**src/rtl/reducer_input_arbiter.sv**
```systemverilog
// ----------------------------------------------------------------------------
// reducer_input_arbiter
//
// Round-robin, packet-atomic arbiter sharing the wide write side of the
// bit-width reducer between NUM_CH producer channels. Once a channel is
// granted, it owns the reducer until its LAST beat or until the stall
// watchdog aborts the packet.
//
// Ports:
//   CLK            single clock (reducer write-clock domain)
//   RESET          asynchronous, active-high reset
//   CH_VALID       per-channel word valid
//   CH_LAST        per-channel end-of-packet, qualified by CH_VALID
//   CH_DATA        flattened channel words, channel i at [DIN_WIDTH*i +: DIN_WIDTH]
//   CH_READY       per-channel accept (only the owner's bit can be high)
//   CH_ENABLE      channel mask, looked at only when arbitrating
//   CONVERT_READY  reducer ready (registered FIFO-not-full)
//   DIN            word to reducer
//   DIN_VALID      write strobe to reducer
//   GRANT          one-hot current owner, zero when idle
//   TIMEOUT_FLAG   sticky, set on any watchdog abort
// ----------------------------------------------------------------------------
module reducer_input_arbiter #(
    parameter int NUM_CH         = 4,
    parameter int DIN_WIDTH      = 128,
    parameter int TIMEOUT_CYCLES = 256
) (
    input  logic                          CLK,
    input  logic                          RESET,
    input  logic [NUM_CH-1:0]             CH_VALID,
    input  logic [NUM_CH-1:0]             CH_LAST,
    input  logic [NUM_CH*DIN_WIDTH-1:0]   CH_DATA,
    output logic [NUM_CH-1:0]             CH_READY,
    input  logic [NUM_CH-1:0]             CH_ENABLE,
    input  logic                          CONVERT_READY,
    output logic [DIN_WIDTH-1:0]          DIN,
    output logic                          DIN_VALID,
    output logic [NUM_CH-1:0]             GRANT,
    output logic                          TIMEOUT_FLAG
);

    localparam int IDX_W = $clog2(NUM_CH);
    localparam int CNT_W = $clog2(TIMEOUT_CYCLES);
    localparam logic [CNT_W-1:0] WD_LAST = CNT_W'(TIMEOUT_CYCLES - 1);

    typedef enum logic {
        ST_IDLE = 1'b0,
        ST_XFER = 1'b1
    } state_t;

    state_t               state_reg,        state_next;
    logic [NUM_CH-1:0]    grant_reg,        grant_next;
    logic [IDX_W-1:0]     owner_reg,        owner_next;
    logic [IDX_W-1:0]     last_grant_reg,   last_grant_next;
    logic [CNT_W-1:0]     wd_cnt_reg,       wd_cnt_next;
    logic [DIN_WIDTH-1:0] din_reg,          din_next;
    logic                 din_valid_reg,    din_valid_next;
    logic                 timeout_flag_reg, timeout_flag_next;

    // Unpacked view of the flattened channel words.
    logic [DIN_WIDTH-1:0] ch_word [NUM_CH];

    // cand_idx[k] is the channel at priority position k, i.e. the k-th
    // channel after last_grant going upward with wrap-around.
    logic [IDX_W-1:0] cand_idx [NUM_CH];

    generate
        for (genvar gi = 0; gi < NUM_CH; gi++) begin : g_chan
            assign ch_word[gi]  = CH_DATA[gi*DIN_WIDTH +: DIN_WIDTH];
            assign cand_idx[gi] = IDX_W'((int'(last_grant_reg) + gi + 1) % NUM_CH);
        end
    endgenerate

    logic [NUM_CH-1:0] req;
    logic [IDX_W-1:0]  pick_idx;
    logic              owner_valid;
    logic              beat;
    logic              stall;

    assign req         = CH_VALID & CH_ENABLE;
    assign owner_valid = CH_VALID[owner_reg];
    assign beat        = (state_reg == ST_XFER) && CONVERT_READY && owner_valid;
    // Watchdog only counts when the reducer could accept but the owner has
    // nothing; reducer backpressure never ages the packet.
    assign stall       = (state_reg == ST_XFER) && CONVERT_READY && !owner_valid;

    // Priority pick: walk from lowest to highest priority so the closest
    // requester after last_grant is the one left standing.
    always_comb begin
        pick_idx = '0;
        for (int k = NUM_CH - 1; k >= 0; k--) begin
            if (req[cand_idx[k]]) begin
                pick_idx = cand_idx[k];
            end
        end
    end

    // ------------------------------------------------------------------
    // State register
    // ------------------------------------------------------------------
    always_ff @(posedge CLK or posedge RESET) begin
        if (RESET) begin
            state_reg        <= ST_IDLE;
            grant_reg        <= '0;
            owner_reg        <= '0;
            last_grant_reg   <= IDX_W'(NUM_CH - 1);
            wd_cnt_reg       <= '0;
            din_reg          <= '0;
            din_valid_reg    <= 1'b0;
            timeout_flag_reg <= 1'b0;
        end else begin
            state_reg        <= state_next;
            grant_reg        <= grant_next;
            owner_reg        <= owner_next;
            last_grant_reg   <= last_grant_next;
            wd_cnt_reg       <= wd_cnt_next;
            din_reg          <= din_next;
            din_valid_reg    <= din_valid_next;
            timeout_flag_reg <= timeout_flag_next;
        end
    end

    // ------------------------------------------------------------------
    // Next-state logic
    // ------------------------------------------------------------------
    always_comb begin
        state_next        = state_reg;
        grant_next        = grant_reg;
        owner_next        = owner_reg;
        last_grant_next   = last_grant_reg;
        wd_cnt_next       = wd_cnt_reg;
        din_next          = din_reg;
        din_valid_next    = 1'b0;
        timeout_flag_next = timeout_flag_reg;

        case (state_reg)
            ST_IDLE: begin
                grant_next = '0;
                // Grant only; the first word is taken in the following cycle.
                if ((req != '0) && CONVERT_READY) begin
                    state_next           = ST_XFER;
                    grant_next[pick_idx] = 1'b1;
                    owner_next           = pick_idx;
                    wd_cnt_next          = '0;
                end
            end

            ST_XFER: begin
                if (beat) begin
                    din_next       = ch_word[owner_reg];
                    din_valid_next = 1'b1;
                    wd_cnt_next    = '0;
                    if (CH_LAST[owner_reg]) begin
                        last_grant_next = owner_reg;
                        grant_next      = '0;
                        state_next      = ST_IDLE;
                    end
                end else if (stall) begin
                    if (wd_cnt_reg == WD_LAST) begin
                        // Abort: remainder of the packet is dropped, the
                        // owner loses priority as if it had finished.
                        timeout_flag_next = 1'b1;
                        last_grant_next   = owner_reg;
                        grant_next        = '0;
                        wd_cnt_next       = '0;
                        state_next        = ST_IDLE;
                    end else begin
                        wd_cnt_next = wd_cnt_reg + 1'b1;
                    end
                end
            end

            default: begin
                state_next = ST_IDLE;
                grant_next = '0;
            end
        endcase
    end

    // ------------------------------------------------------------------
    // Outputs
    // ------------------------------------------------------------------
    always_comb begin
        CH_READY = '0;
        if (state_reg == ST_XFER) begin
            CH_READY = grant_reg & {NUM_CH{CONVERT_READY}};
        end
    end

    assign DIN          = din_reg;
    assign DIN_VALID    = din_valid_reg;
    assign GRANT        = grant_reg;
    assign TIMEOUT_FLAG = timeout_flag_reg;

endmodule
```
**config.mk**
```make
export PLATFORM = sky130hd
export DESIGN_NAME = reducer_input_arbiter
export DESIGN_NICKNAME = d
export VERILOG_FILES = /design/src/rtl/reducer_input_arbiter.sv
export SDC_FILE = /design/constraint.sdc
export NUM_CORES = 1
export LEC_CHECK = 0
export ABC_AREA = 1
export CAP_MARGIN = 0
export CORE_AREA = 2 2 256 258
export DETAILED_ROUTE_END_ITERATION = 12
export DIE_AREA = 0 0 258 260
export PLACE_DENSITY = 0.51
export SYNTH_ARGS = -nofsm -noshare
export SYNTH_HDL_FRONTEND = slang
export SYNTH_SLANG_ARGS = --single-unit
```
**constraint.sdc**
```tcl
create_clock -name CLK -period 4.9 [get_ports CLK]
set_clock_uncertainty 0.1 [all_clocks]
set_input_delay 0.735 -clock CLK [delete_from_list [all_inputs] [get_ports CLK]]
set_output_delay 0.735 -clock CLK [all_outputs]
set_load 0.05 [all_outputs]
```
==> qor.yml, run 1 <==
largest_register_ffs: 128
power_density_mw_per_mm2: 578.4
cts_tree: "built"
crit_buf_inv: 2
crit_path_end_kind: "flip-flop"
fillers: 6968
ys_ff_latch: 147
slew-limit-headroom_pct: 38.02
netlist_area_mm2: 0.009488
drc: 0
cts_setup_buffers: 0
vdd_drop_max_mv: 0.2192
die_h_um: 260
start_util_pct: 14.80
cp_cell_sequence: "inv_4 > nand2_1 > o21ai_2 > nand2_8 > buf_4 > nand2_1 > nand2_1"
dieArea_mm2: 0.06708
yosysSeqAreaShare_pct: 38.80
synth_nets: 1981
cts_resized: 0
clk_latency_ns: 0.48
finalSetupViolations: 0
core-area_mm2: 0.06412
max_freq_ghz: 0.3161
port_buffers: 664
slowest_stage: "dfrtp_4"
hold_viol_final: 0
drive_above_1_share_pct: 2.495
worst_slew_pin_slew_ns: 0.9297
power_leakage_nw: 7.262
routed_wl_um: 51920
dr.pass1.iters: 5
worst-r2r-cell-count: 7
antenna_found_initial: 5
drt_iter0_markers: 662
clockBufferDepth: 2
design_area_mm2: 0.01738
critical_path_cell_count: 7
fp-row-count: 93
place.gp.congestion: 0.8984
synth_cell_types: 23
cpLargestDelayFamily: "buffers and inverters"
synthCells: 1453
worst-path-max-fanout: 81
finalSetupTns_ns: 0
ant_nets: 0
nets: 2559
gr-total-overflow: 0
htreeDepth: 4
status: "complete, no violations"
grt_pass1_wl_um: 75570
via_count: 12350
yosys_warnings: 0
grt_pass1_vias: 12320
cts_sinks: 147
grt_usage_pct: 14.85
layout_common_cells: "664 x clkdlybuf4s50_1, 449 x nand2_1, 277 x nor2_1"
cts_inserted_buffers: 17
max_stage_delay_ns: 0.90
crit_required_ns: 5.21
clockRootBuffer: "clkbuf_16"
final_common_cell: "clkdlybuf4s50_1"
post-dp-hpwl_um: 38360
fin_crit_ns: 3.164
viasPerCell: 4.258
syn_to_final_growth_pct: 83.21
worst_ep_arrival_time_ns: 3.47
max-cap-violations: 0
wl_per_cell_um: 17.90
die_x_um: 258
rsz0062_at_grt: "no"
crit_top_cell: "nand2_1"
pin_count: 665
startpoint_type: "flip-flop"
period_share_pct: 64.56
clk_pin_slew_worst_paths_ns: 0.06
grt_start_max_net_pins: 127
hold_path_depth: 2
crit_type: "reg -> reg"
cts_hold_buf: 0
min_path_type: "reg -> reg"
synth_area_per_cell_um2: 6.530
placed_cell_area_mm2: 0.01679
slew_violations: 0
-- routing by layer --
layer / GRT usage (%) / up-vias / part of all wire [%]
li1: - / 5976 / -
met1: 16.61 / 5778 / 39
met2: 26.16 / 525 / 50
met3: 5.068 / 68 / 8.3
met4: 5.250 / 6 / 2.3
met5: 0 / - / 0.071
-- worst register-to-register path, cell delays in order (launching register included) --
cell     delay [ns]
dfrtp_4        0.90
inv_4          0.45
nand2_1        0.23
o21ai_2        0.12
nand2_8        0.40
buf_4          0.61
nand2_1        0.19
nand2_1        0.10
-- through the flow --
stage	hold slack, ns	total power [W]	std cells	utilization, %	worst slack (ns)
3_3_place_gp	0.3612	0.008717	2867	26.19	1.635
4_1_cts	0.3828	0.01021	2899	27.10	1.615
3_5_place_dp	0.3641	0.008761	2867	26.19	1.629
2_1_floorplan	0.3781	0.006300	1453	-	0.1170
6_report	0.3786	0.01005	2901	27.11	1.736
5_1_grt	0.3971	0.01078	2901	27.11	1.407
-- cell type report --
class	count	area [um^2]	area share (%)
tap	855	1070	6.154
sequential	147	3689	21.22
multi-input combinational	1165	5130	29.51
clock buffer	22	454.2	2.613
clock inverter	10	132.6	0.7630
inverter	25	111.4	0.6406
timing repair buffer	675	6792	39.07
antenna	2	5.005	0.02879
-- cells by family (layout without fill, tap and decap cells) --
kind of cell	after synthesis	count (layout)	synth area share [%]
buffers and inverters	141	732	7.227
and+or+nand+nor	757	757	30.49
AOI/OAI and AO/OA	405	405	23.17
xor gates and xnor gates	2	2	0.1847
other	0	2	0
DFF	147	147	38.80
adders and majority gates	1	1	0.1319
-- worst paths after layout --
kind                            slack [ns]  endpoint         start
worst max-delay path                  1.74   DIN[32]  owner_reg[1]
worst min-delay path                  0.38   DIN[27]       DIN[27]
worst max register to register        1.74   DIN[32]  owner_reg[1]
worst min register to register        0.38   DIN[27]       DIN[27]
max in group asynchronous             3.17   DIN[88]         RESET
min in group asynchronous             0.66    DIN[5]         RESET
-- power breakdown --
group	total (W)	internal [W]	switching, W
Sequential	0.00223	0.00177	0.000463
Combinational	0.00645	0.00213	0.00432
Clock	0.00138	0.000808	0.000568
Total	0.0101	0.00470	0.00536
-- cells in the mapped netlist --
library cell	count	area share, %
nand2_1	449	18
nor2_1	277	11
o21ai_0	264	14
dfrtp_1	145	38
o22ai_1	129	8.5
clkbuf_1	64	2.5
buf_2	36	1.9
nand3_1	23	1.2
inv_1	22	0.87
buf_6	13	1.5
o21ai_1	8	0.42
nand4_1	5	0.33
buf_4	3	0.24
dfstp_2	2	0.55
inv_2	2	0.079
nor3_1	2	0.11
o21ai_2	2	0.18
xor2_1	2	0.18
a21oi_1	1	0.053
ha_1	1	0.13
inv_4	1	0.066
nand2_4	1	0.12
o21bai_1	1	0.079
Power figures use the tool's default switching activity.
==> run 2: changes to the inputs <==
==> constraint.sdc (replaced) <==
create_clock -name CLK -period 2.75 [get_ports CLK]
set_clock_uncertainty 0.1 [all_clocks]
set_input_delay 0.4125 -clock CLK [delete_from_list [all_inputs] [get_ports CLK]]
set_output_delay 0.4125 -clock CLK [all_outputs]
set_load 0.05 [all_outputs]
==> run 2 against run 1 <==
Against the previous run:
- clock-buffer cell count is 3 lower
- critical path depth is 6 lower
- critical endpoint is now DIN[30]
- total power is 82% higher
- sequential share of layout area is 0.27 points lower
- combinational power is 86% higher
- via count is 0.30% higher
- highest routed layer unchanged
- largest power group unchanged
- wire length is 1.6% lower
- cell count is 0.62% higher
- flip-flop and latch count stayed put
- sequential power is 71% higher
- hold slack worse by 0.20 ns
==> qor.yml, run 2 (synthesis results as in run 1) <==
status: "complete, no violations"
period_share_pct: 82.77
cts_hold_buf: 0
ant_nets: 0
fillers: 6994
grt_start_max_net_pins: 118
clk_latency_ns: 0.46
rsz0062_at_grt: "no"
clkPwrFrac_pct: 13.5
final_common_cell: "clkdlybuf4s50_1"
cpLargestDelayFamily: "buffers and inverters"
htreeDepth: 4
vdd_drop_max_mv: 0.5661
internal-power_w: 0.008566
max-cap-violations: 0
worst_slew_pin_slew_ns: 0.6999
fp-row-count: 93
cts_resized: 0
clk_pin_slew_worst_paths_ns: 0.07
crit_path_end_kind: "output port"
nets: 2576
clockBufferDepth: 2
dr.pass1.iters: 5
cts_setup_buffers: 0
port_buffers: 664
cts_sinks: 147
cts_tree: "built"
slowest_stage: "clkdlybuf4s50_1"
slew_violations: 0
worst-path-max-fanout: 2
multi_input_area_mm2: 0.005121
finalPower_w: 0.01828
crit_buf_inv: 1
finalSetupTns_ns: 0
drt_iter0_markers: 867
crit_required_ns: 2.24
cp_cell_sequence: "clkdlybuf4s50_1"
register_area_mm2: 0.003689
switching_share_pct: 53.14
die_x_um: 258
slew-limit-headroom_pct: 52.85
place.gp.congestion: 0.8971
syn_to_final_growth_pct: 85.56
post-dp-hpwl_um: 38870
gr-total-overflow: 0
grt_pass1_vias: 12190
via_count: 12390
max_stage_delay_ns: 0.86
viasPerCell: 4.245
cts_inserted_buffers: 17
power_density_mw_per_mm2: 1038
fin_crit_ns: 2.276
p_sw_w: 0.009714
largest_register_ffs: 128
final_core_utilization_pct: 27.46
die_h_um: 260
comb_power_share_pct: 65.7
power_leakage_nw: 7.403
layout_common_cells: "658 x clkdlybuf4s50_1, 449 x nand2_1, 277 x nor2_1"
worst_ep_arrival_time_ns: 1.76
dieArea_mm2: 0.06708
grt_pass1_wl_um: 74260
grt_usage_pct: 14.52
hold_viol_final: 0
startpoint_type: "flip-flop"
drc: 0
clockRootBuffer: "clkbuf_16"
pin_count: 665
crit_type: "reg -> out"
finalSetupViolations: 0
min_path_type: "in -> async"
sequentialPowerShare_pct: 20.9
max_freq_ghz: 0.4393
start_util_pct: 14.80
routed_wl_um: 51100
antenna_found_initial: 6
core-area_mm2: 0.06412
wl_per_cell_um: 17.50
drive_above_1_share_pct: 3.689
-- run 2: cell count changes in the layout (fill, tap and decap cells not counted) --
cell	delta
diode_2	+2
buf_4	+15
clkinv_2	-2
buf_12	+8
clkinv_4	+5
clkdlybuf4s50_1	-6
nand2_8	-1
nand2_4	+1
clkbuf_1	-3
inv_6	-1
-- run 2: final timing paths --
path                         startpoint  endpoint  slack, ns  cells past startpoint
max in group asynchronous         RESET  DIN[120]       1.61                      3
max                             DIN[30]   DIN[30]       0.47                      1
min in group CLK                DIN[54]   DIN[54]       0.38                      2
min reg2reg                     DIN[54]   DIN[54]       0.38                      2
max reg2reg                owner_reg[0]   DIN[31]       0.54                     10
min                               RESET   DIN[45]       0.18                      2
-- run 2: final cells by class --
type / instances / area share (%)
tap: 855 / 6.076
antenna: 4 / 0.05685
inverter: 25 / 0.6254
sequential: 147 / 20.95
multi-input combinational: 1165 / 29.09
clock buffer: 19 / 2.516
timing repair buffer: 692 / 39.78
clock inverter: 12 / 0.9026
-- run 2: per-layer routing --
metal | up-vias | track usage, % | routed length, um
met5 | - | 0 | 23
met2 | 559 | 24.59 | 24700
met1 | 5730 | 17.22 | 20790
li1 | 6019 | - | -
met4 | 4 | 6.230 | 1776
met3 | 78 | 3.977 | 3806
-- run 2: stage by stage --
| step | setup WS, ns | hold slack (ns) | std cells | cell area [um^2] |
|---|---|---|---|---|
| floorplan | 0.3921 | 0.3781 | 1453 | 9492 |
| global placement | 0.4591 | 0.3618 | 2884 | 16990 |
| detailed placement | 0.4135 | 0.3641 | 2884 | 16990 |
| CTS | 0.4279 | 0.1407 | 2915 | 17600 |
| global route | 0.3639 | 0.1535 | 2916 | 17600 |
| finish | 0.4739 | 0.1810 | 2919 | 17610 |
-- run 2: power groups by stage --
stage	registers, W	clock network [W]	logic [W]
floorplan	0.00679	0	0.00443
global placement	0.00382	0	0.0121
detailed placement	0.00384	0	0.0121
CTS	0.00382	0.00259	0.0121
global route	0.00395	0.00267	0.0129
finish	0.00381	0.00247	0.0120
